[config.mk]
export PLATFORM = sky130hd
export DESIGN_NAME = pipeline_hazard_ctrl
export DESIGN_NICKNAME = d
export VERILOG_FILES = /design/src/rtl/pipe_ctrl_pkg.sv /design/src/rtl/ctrl_div_counter.sv /design/src/rtl/pipeline_hazard_ctrl.sv
export SDC_FILE = /design/constraint.sdc
export NUM_CORES = 1
export LEC_CHECK = 0
export ABC_AREA = 1
export BUFFER_PORTS_ARGS = -buffer_cell sky130_fd_sc_hd__buf_2
export CAP_MARGIN = 40
export CORE_MARGIN = 1
export CORE_UTILIZATION = 45
export DETAILED_ROUTE_END_ITERATION = 8
export HOLD_SLACK_MARGIN = 0.12
export PLACE_DENSITY = 0.86
export SYNTH_ARGS = -nofsm -noshare
export SYNTH_HDL_FRONTEND = slang
export SYNTH_SLANG_ARGS = --single-unit
[constraint.sdc]
create_clock -name clk -period 2.6 [get_ports clk]
set_input_delay 0.52 -clock clk [delete_from_list [all_inputs] [get_ports clk]]
set_output_delay 0.52 -clock clk [all_outputs]
set_load 0.05 [all_outputs]
[src/rtl/pipe_ctrl_pkg.sv]
// Shared types and decode helpers for the pipeline stall/flush sequencer.
//   ctrl_state_e  : sequencer state (RUN, DIV)
//   hazard_e      : winning hazard cause for the current cycle (priority-resolved)
//   ctrl_out_t    : per-stage stall/flush payload plus divider done pulse
package pipe_ctrl_pkg;

  localparam int unsigned DIV_CYCLES_DEF = 36;
  localparam int unsigned CNT_W_DEF      = 32;

  typedef enum logic {
    ST_RUN = 1'b0,
    ST_DIV = 1'b1
  } ctrl_state_e;

  typedef enum logic [2:0] {
    HZ_NONE       = 3'd0,
    HZ_FREEZE     = 3'd1,
    HZ_EXCEPTION  = 3'd2,
    HZ_DIV        = 3'd3,
    HZ_MISPREDICT = 3'd4,
    HZ_DIV_START  = 3'd5,
    HZ_LOAD_USE   = 3'd6
  } hazard_e;

  typedef struct packed {
    logic stall_f;
    logic stall_d;
    logic stall_e;
    logic stall_m;
    logic stall_w;
    logic flush_d;
    logic flush_e;
    logic flush_m;
    logic flush_w;
    logic div_done;
  } ctrl_out_t;

  // Width of the divider down-counter for a given E residency.
  function automatic int unsigned div_cnt_width(input int unsigned cycles);
    return $clog2(cycles);
  endfunction

  // Priority resolution; a mispredict is never acted on while a divide owns E.
  function automatic hazard_e hazard_select(input logic freeze, input logic exception,
                                            input logic mispredict, input logic in_div,
                                            input logic div_start, input logic load_use);
    if (freeze)          return HZ_FREEZE;
    else if (exception)  return HZ_EXCEPTION;
    else if (in_div)     return HZ_DIV;
    else if (mispredict) return HZ_MISPREDICT;
    else if (div_start)  return HZ_DIV_START;
    else if (load_use)   return HZ_LOAD_USE;
    else                 return HZ_NONE;
  endfunction

  // Stall/flush pattern for the winning cause.
  function automatic ctrl_out_t ctrl_decode(input hazard_e hz, input logic div_zero);
    ctrl_out_t o;
    o = '0;
    case (hz)
      HZ_FREEZE: begin
        o.stall_f = 1'b1; o.stall_d = 1'b1; o.stall_e = 1'b1;
        o.stall_m = 1'b1; o.stall_w = 1'b1;
      end
      HZ_EXCEPTION: begin
        o.flush_d = 1'b1; o.flush_e = 1'b1; o.flush_m = 1'b1; o.flush_w = 1'b1;
      end
      HZ_MISPREDICT: o.flush_d = 1'b1;
      HZ_DIV: begin
        if (div_zero) begin
          o.div_done = 1'b1;
        end else begin
          o.stall_f = 1'b1; o.stall_d = 1'b1; o.stall_e = 1'b1; o.flush_m = 1'b1;
        end
      end
      HZ_DIV_START: begin
        o.stall_f = 1'b1; o.stall_d = 1'b1; o.stall_e = 1'b1; o.flush_m = 1'b1;
      end
      HZ_LOAD_USE: begin
        o.stall_f = 1'b1; o.stall_d = 1'b1; o.flush_e = 1'b1;
      end
      default: o = '0;
    endcase
    return o;
  endfunction

endpackage

[src/rtl/ctrl_div_counter.sv]
// Divider latency down-counter: clear > load > decrement > hold.
//   clk, rst (async, active-low) | clr, load, load_val, dec | cnt (registered), zero_c
module ctrl_div_counter #(
  parameter int unsigned W = 6
) (
  input  logic         clk,
  input  logic         rst,
  input  logic         clr,
  input  logic         load,
  input  logic [W-1:0] load_val,
  input  logic         dec,
  output logic [W-1:0] cnt,
  output logic         zero_c
);

  always_ff @(posedge clk or negedge rst) begin
    if (!rst)      cnt <= '0;
    else if (clr)  cnt <= '0;
    else if (load) cnt <= load_val;
    else if (dec)  cnt <= cnt - W'(1);
  end

  assign zero_c = (cnt == '0);

endmodule

[src/rtl/pipeline_hazard_ctrl.sv]
// Stall/flush sequencer for the 5-stage core plus divider latency tracking.
// Optional feature macro: PERF_CNT_EN (stall/flush performance counters).
//   clk, rst (async, active-low)
//   i_stall, d_stall                     : cache waits, freeze the whole pipe
//   mem_readE, reg_writeE, rsD, rtD      : load-use detection
//   div_startE                           : DIV/DIVU in E
//   mispredictM, exceptionM              : redirect causes in M
//   stallF..W, flushD..W                 : per-register controls (combinational)
//   div_doneE, div_busy                  : divider status
//   stall_cycles, flush_events           : perf counters (0 unless PERF_CNT_EN)
module pipeline_hazard_ctrl
  import pipe_ctrl_pkg::*;
#(
  parameter int unsigned DIV_CYCLES = DIV_CYCLES_DEF,
  parameter int unsigned CNT_W      = CNT_W_DEF
) (
  input  logic             clk,
  input  logic             rst,
  input  logic             i_stall,
  input  logic             d_stall,
  input  logic             mem_readE,
  input  logic [4:0]       reg_writeE,
  input  logic [4:0]       rsD,
  input  logic [4:0]       rtD,
  input  logic             div_startE,
  input  logic             mispredictM,
  input  logic             exceptionM,
  output logic             stallF,
  output logic             stallD,
  output logic             stallE,
  output logic             stallM,
  output logic             stallW,
  output logic             flushD,
  output logic             flushE,
  output logic             flushM,
  output logic             flushW,
  output logic             div_doneE,
  output logic             div_busy,
  output logic [CNT_W-1:0] stall_cycles,
  output logic [CNT_W-1:0] flush_events
);

  localparam int unsigned DIV_CNT_W = div_cnt_width(DIV_CYCLES);

  ctrl_state_e          state_q, state_d;
  logic                 done_q, done_d;
  logic [DIV_CNT_W-1:0] div_cnt;
  logic                 div_zero_c;
  logic                 cnt_clr, cnt_load, cnt_dec;
  logic                 freeze_c, load_use_c, div_start_ok_c;
  hazard_e              hz_c;
  ctrl_out_t            out_c;

  // Hazard detection and output decode; everything is forced low while in reset.
  always_comb begin
    freeze_c       = i_stall | d_stall;
    load_use_c     = mem_readE && (reg_writeE != 5'd0) &&
                     ((reg_writeE == rsD) || (reg_writeE == rtD));
    // The divide that just completed is still visible for one cycle; do not restart it.
    div_start_ok_c = div_startE && !done_q;
    hz_c           = hazard_select(freeze_c, exceptionM, mispredictM,
                                   state_q == ST_DIV, div_start_ok_c, load_use_c);
    out_c          = ctrl_decode(hz_c, div_zero_c);
    if (!rst) out_c = '0;
  end

  // Next state and divider counter control.
  always_comb begin
    state_d  = state_q;
    done_d   = done_q;
    cnt_clr  = 1'b0;
    cnt_load = 1'b0;
    cnt_dec  = 1'b0;
    case (hz_c)
      HZ_FREEZE: ;
      HZ_EXCEPTION: begin
        state_d = ST_RUN;
        cnt_clr = 1'b1;
        done_d  = 1'b0;
      end
      HZ_DIV: begin
        if (div_zero_c) begin
          state_d = ST_RUN;
          done_d  = 1'b1;
        end else begin
          cnt_dec = 1'b1;
          done_d  = 1'b0;
        end
      end
      HZ_DIV_START: begin
        state_d  = ST_DIV;
        cnt_load = 1'b1;
        done_d   = 1'b0;
      end
      default: begin
        state_d = ST_RUN;
        done_d  = 1'b0;
      end
    endcase
  end

  // State register.
  always_ff @(posedge clk or negedge rst) begin
    if (!rst) begin
      state_q <= ST_RUN;
      done_q  <= 1'b0;
    end else begin
      state_q <= state_d;
      done_q  <= done_d;
    end
  end

  // Start cycle counts as one of the DIV_CYCLES, and the zero cycle is the done cycle.
  ctrl_div_counter #(.W(DIV_CNT_W)) u_div_counter (
    .clk      (clk),
    .rst      (rst),
    .clr      (cnt_clr),
    .load     (cnt_load),
    .load_val (DIV_CNT_W'(DIV_CYCLES - 2)),
    .dec      (cnt_dec),
    .cnt      (div_cnt),
    .zero_c   (div_zero_c)
  );

  assign stallF    = out_c.stall_f;
  assign stallD    = out_c.stall_d;
  assign stallE    = out_c.stall_e;
  assign stallM    = out_c.stall_m;
  assign stallW    = out_c.stall_w;
  assign flushD    = out_c.flush_d;
  assign flushE    = out_c.flush_e;
  assign flushM    = out_c.flush_m;
  assign flushW    = out_c.flush_w;
  assign div_doneE = out_c.div_done;
  assign div_busy  = (state_q == ST_DIV);

`ifdef PERF_CNT_EN
  logic [CNT_W-1:0] stall_cycles_q, flush_events_q;

  // Free-running wrap-around perf counters, cleared only by reset.
  always_ff @(posedge clk or negedge rst) begin
    if (!rst) begin
      stall_cycles_q <= '0;
      flush_events_q <= '0;
    end else begin
      stall_cycles_q <= stall_cycles_q + CNT_W'(out_c.stall_f);
      if (!freeze_c && (exceptionM || mispredictM))
        flush_events_q <= flush_events_q + CNT_W'(1);
    end
  end

  assign stall_cycles = stall_cycles_q;
  assign flush_events = flush_events_q;
`else
  assign stall_cycles = '0;
  assign flush_events = '0;
`endif

  // A branch resolving in M implies E was not held by a divide.
  mispredict_in_div_a: assert property (@(posedge clk) disable iff (!rst)
    !(state_q == ST_DIV && mispredictM && !freeze_c && !exceptionM));

endmodule

==> flow_summary.toml <==
[layout]
layout_common_cells = "conb_1 (64), nand2_1 (48), buf_2 (29), inv_1 (21), nor2_1 (13)"
diodes = 0
final_common_cell = "conb_1"
design_area_um2 = 1470
final_nets = 273
drive_above_1_share_pct = 27.94
area_growth_pct = 2.890
nFillCells = 317

[clock_network]
cts_num_sinks = 8
tritoncts = "yes"
cts_root_buf = "clkbuf_4"
cts.reportedPaths.clkPinSlew_ps = 60
h-tree-depth = 1
clk_latency_ps = 260
numCtsBuffers = 3
clockBufferDepth = 2

[pwr]
p_comb_share_pct = 68.2
power_density_nw_per_um2 = 644.0
clockPowerShare_pct = 10.2
vdd_drop_max_mv = 0.3608
internal_power_w = 0.0003852
power.leakage_nw = 0.8995
p_sw_w = 0.0005617
p_seq_share_pct = 21.6
switching_share_pct = 59.32

[yosys]
seq_area_frac_synth_pct = 14.01
yosys.area.top_type = "buf_4"
ys_ff_latch = 8
syn_area_um2 = 1429
async_reset_ff_share_pct = 100.0
syn_avg_cell_area_um2 = 6.772
synth_top_area_share_pct = 34.68
synth.area.mux_share_pct = 0
synthTopCellsByArea = "buf_4 (35%), dfrtp_1 (14%), nand2_1 (13%), inv_1 (5.8%), nand4_1 (3.9%)"
ys_types = 31
synth_edf_count = 0
synth_xor_area_share_pct = 2.452
yosys.area_share.adder_pct = 0.8757
yosys.area_share.simple_pct = 29.51
synth_warnings = 0
synth-compound-area-share_pct = 8.144
synth_top_family_by_area = "buffers and inverters"
synth_flop_cell = "dfrtp_1"
synthCells = 211

[drt]
vias_per_cell = 4.014
antenna_left = 0
wl_per_cell_um = 8.058
wl_um = 2345
drc = 0
vias = 1168
drt-pass1-iter-count = 4
drt_iter0_drc = 26

[worst_setup_path]
path_cells = "dlygate4sd3_1 > clkbuf_4 > clkinvlp_4 > nor3_2 > buf_2"
timing.rr.end = "u_div_counter.cnt[4]$_DFFE_PN0P_"
cp-start-kind = "input port"
cp.arrival_ps = 1990
crit_fanout = 11
required_ps = 2080
critPathKind = "input port to output pin"
worstSetupStartpoint = "rst"
reg2reg_from = "u_div_counter.cnt[0]$_DFFE_PN0P_"
end_kind = "output pin"
critPathSlowestCell = "dlygate4sd3_1"
reg2reg_depth = 10
rrSetupSlack_ps = 870
cp_slowest_stage_delay_ps = 520

[grt]
grt_antenna_before_repair = 0
grt_pass1_wl_um = 3746
globalRouteMet2Util_pct = 25.29
use_met1_pct = 17.12
grt_usage_pct = 14.09
busiest_layer = "met2"
grt_max_degree = 12
grt_pass1_vias = 927
use_met3_pct = 3.956
grt_overflow = 0

[timing]
finalSetupViolations = 0
fmaxAchievable_ghz = 0.3991
report.final.slew_viol_count = 0
period_minus_slack_ps = 2505
timing.final.crit_share_pct = 96.36
hold_ws_ps = 524.8
fin_tns_setup_ps = 0
worst_slack_ps = 94.60
finalHoldViolCount = 0
fin_skew_ps = 11.43

[floorplanning]
ios = 98
dieArea_um2 = 3405
start_util_pct = 47.19
dieHeight_um = 58.35
rows = 20
fp.coreArea_um2 = 3028
die_w_um = 58.35

[min_path]
min_to = "u_div_counter.cnt[0]$_DFFE_PN0P_"
worstHoldStart = "u_div_counter.cnt[0]$_DFFE_PN0P_"
hold_depth = 2
worstHoldPathType = "flop to flop"

[place]
place_area_um2 = 1408
numPortBuffers = 33
pre_cts_slack_ps = 72.03
dpl.hpwl_um = 2000
routabilityCongestion = 0.8234

[flow_run]
drv_cap = 0

[run_status]
status = "completed"
synthesized netlist by cell type, types with 3 or more instances:
| library cell | number |
|---|---|
| xnor2_1 | 3 |
| inv_2 | 7 |
| nor2_1 | 13 |
| inv_1 | 22 |
| buf_4 | 66 |
| nand2_2 | 5 |
| nand4_1 | 9 |
| dfrtp_1 | 8 |
| nand2_1 | 48 |
metrics by stage:
step                util [%]  total power (W)  std cells
floorplan                  -        0.0008258        274
global placement       46.49        0.0008212        286
detailed placement     46.49        0.0008376        286
CTS                    47.56        0.0009394        290
global route           48.55         0.001022        291
finish                 48.55        0.0009469        291
flip-flops by register name (all words and copies together), names as in the netlist:
signal,flops
u_div_counter.cnt,6
div_busy,1
done_q,1
power by group through the flow:
stage | Sequential, W | Combinational [W] | Clock, W
2_1_floorplan | 0.000206 | 0.000620 | 0
3_3_place_gp | 0.000204 | 0.000617 | 0
3_5_place_dp | 0.000206 | 0.000632 | 0
4_1_cts | 0.000204 | 0.000635 | 0.000101
5_1_grt | 0.000210 | 0.000703 | 0.000109
6_report | 0.000204 | 0.000645 | 0.0000970
how the worst max path moves through the flow:
stage               cells past startpoint  endpoint  slack [ps]
floorplan                              10    flushD          10
global placement                       14    flushM         110
detailed placement                     14    flushM          70
CTS                                    10    flushM          50
global route                           10    stallF          -7
finish                                  5    flushE          90
metal layers:
layer / part of all wire [%] / vias up
met5: 0 / -
met4: 0 / 0
met3: 9.0 / 0
met2: 48 / 77
met1: 43 / 499
li1: - / 592
critical path: cells and delay by family:
| kind | cells | cell delay (ps) |
|---|---|---|
| and+or+nand+nor | 1 | 210 |
| buffers and inverters | 4 | 1250 |
what timing repair did:
action / in CTS / in global routing
hold buffers: 1 / 0
endpoints found under the hold margin: 8 / 0
setup buffers: 0 / 1
endpoints found under the setup margin: 0 / 7
gates resized for setup: 0 / 6
kinds of logic (layout without fill, tap and decap cells):
| group | after synthesis | in the layout |
|---|---|---|
| AND/OR/NAND/NOR | 85 | 85 |
| AO/OA/AOI/OAI | 13 | 13 |
| XOR/XNOR | 4 | 4 |
| buffers and inverters | 99 | 72 |
| flip-flops | 8 | 8 |
| adder cells (fa/ha/maj) | 1 | 1 |
| other | 1 | 64 |
final cells by class:
| class | instances | area (µm²) | share of cell area, % |
|---|---|---|---|
| Tap cell | 44 | 55.05 | 3.745 |
| Timing Repair Buffer | 38 | 215.2 | 14.64 |
| Sequential cell | 8 | 200.2 | 13.62 |
| Multi-Input combinational cell | 167 | 852.1 | 57.96 |
| Inverter | 31 | 125.1 | 8.511 |
| Clock buffer | 3 | 22.52 | 1.532 |
Note: power is estimated with default switching activity, not from simulation.
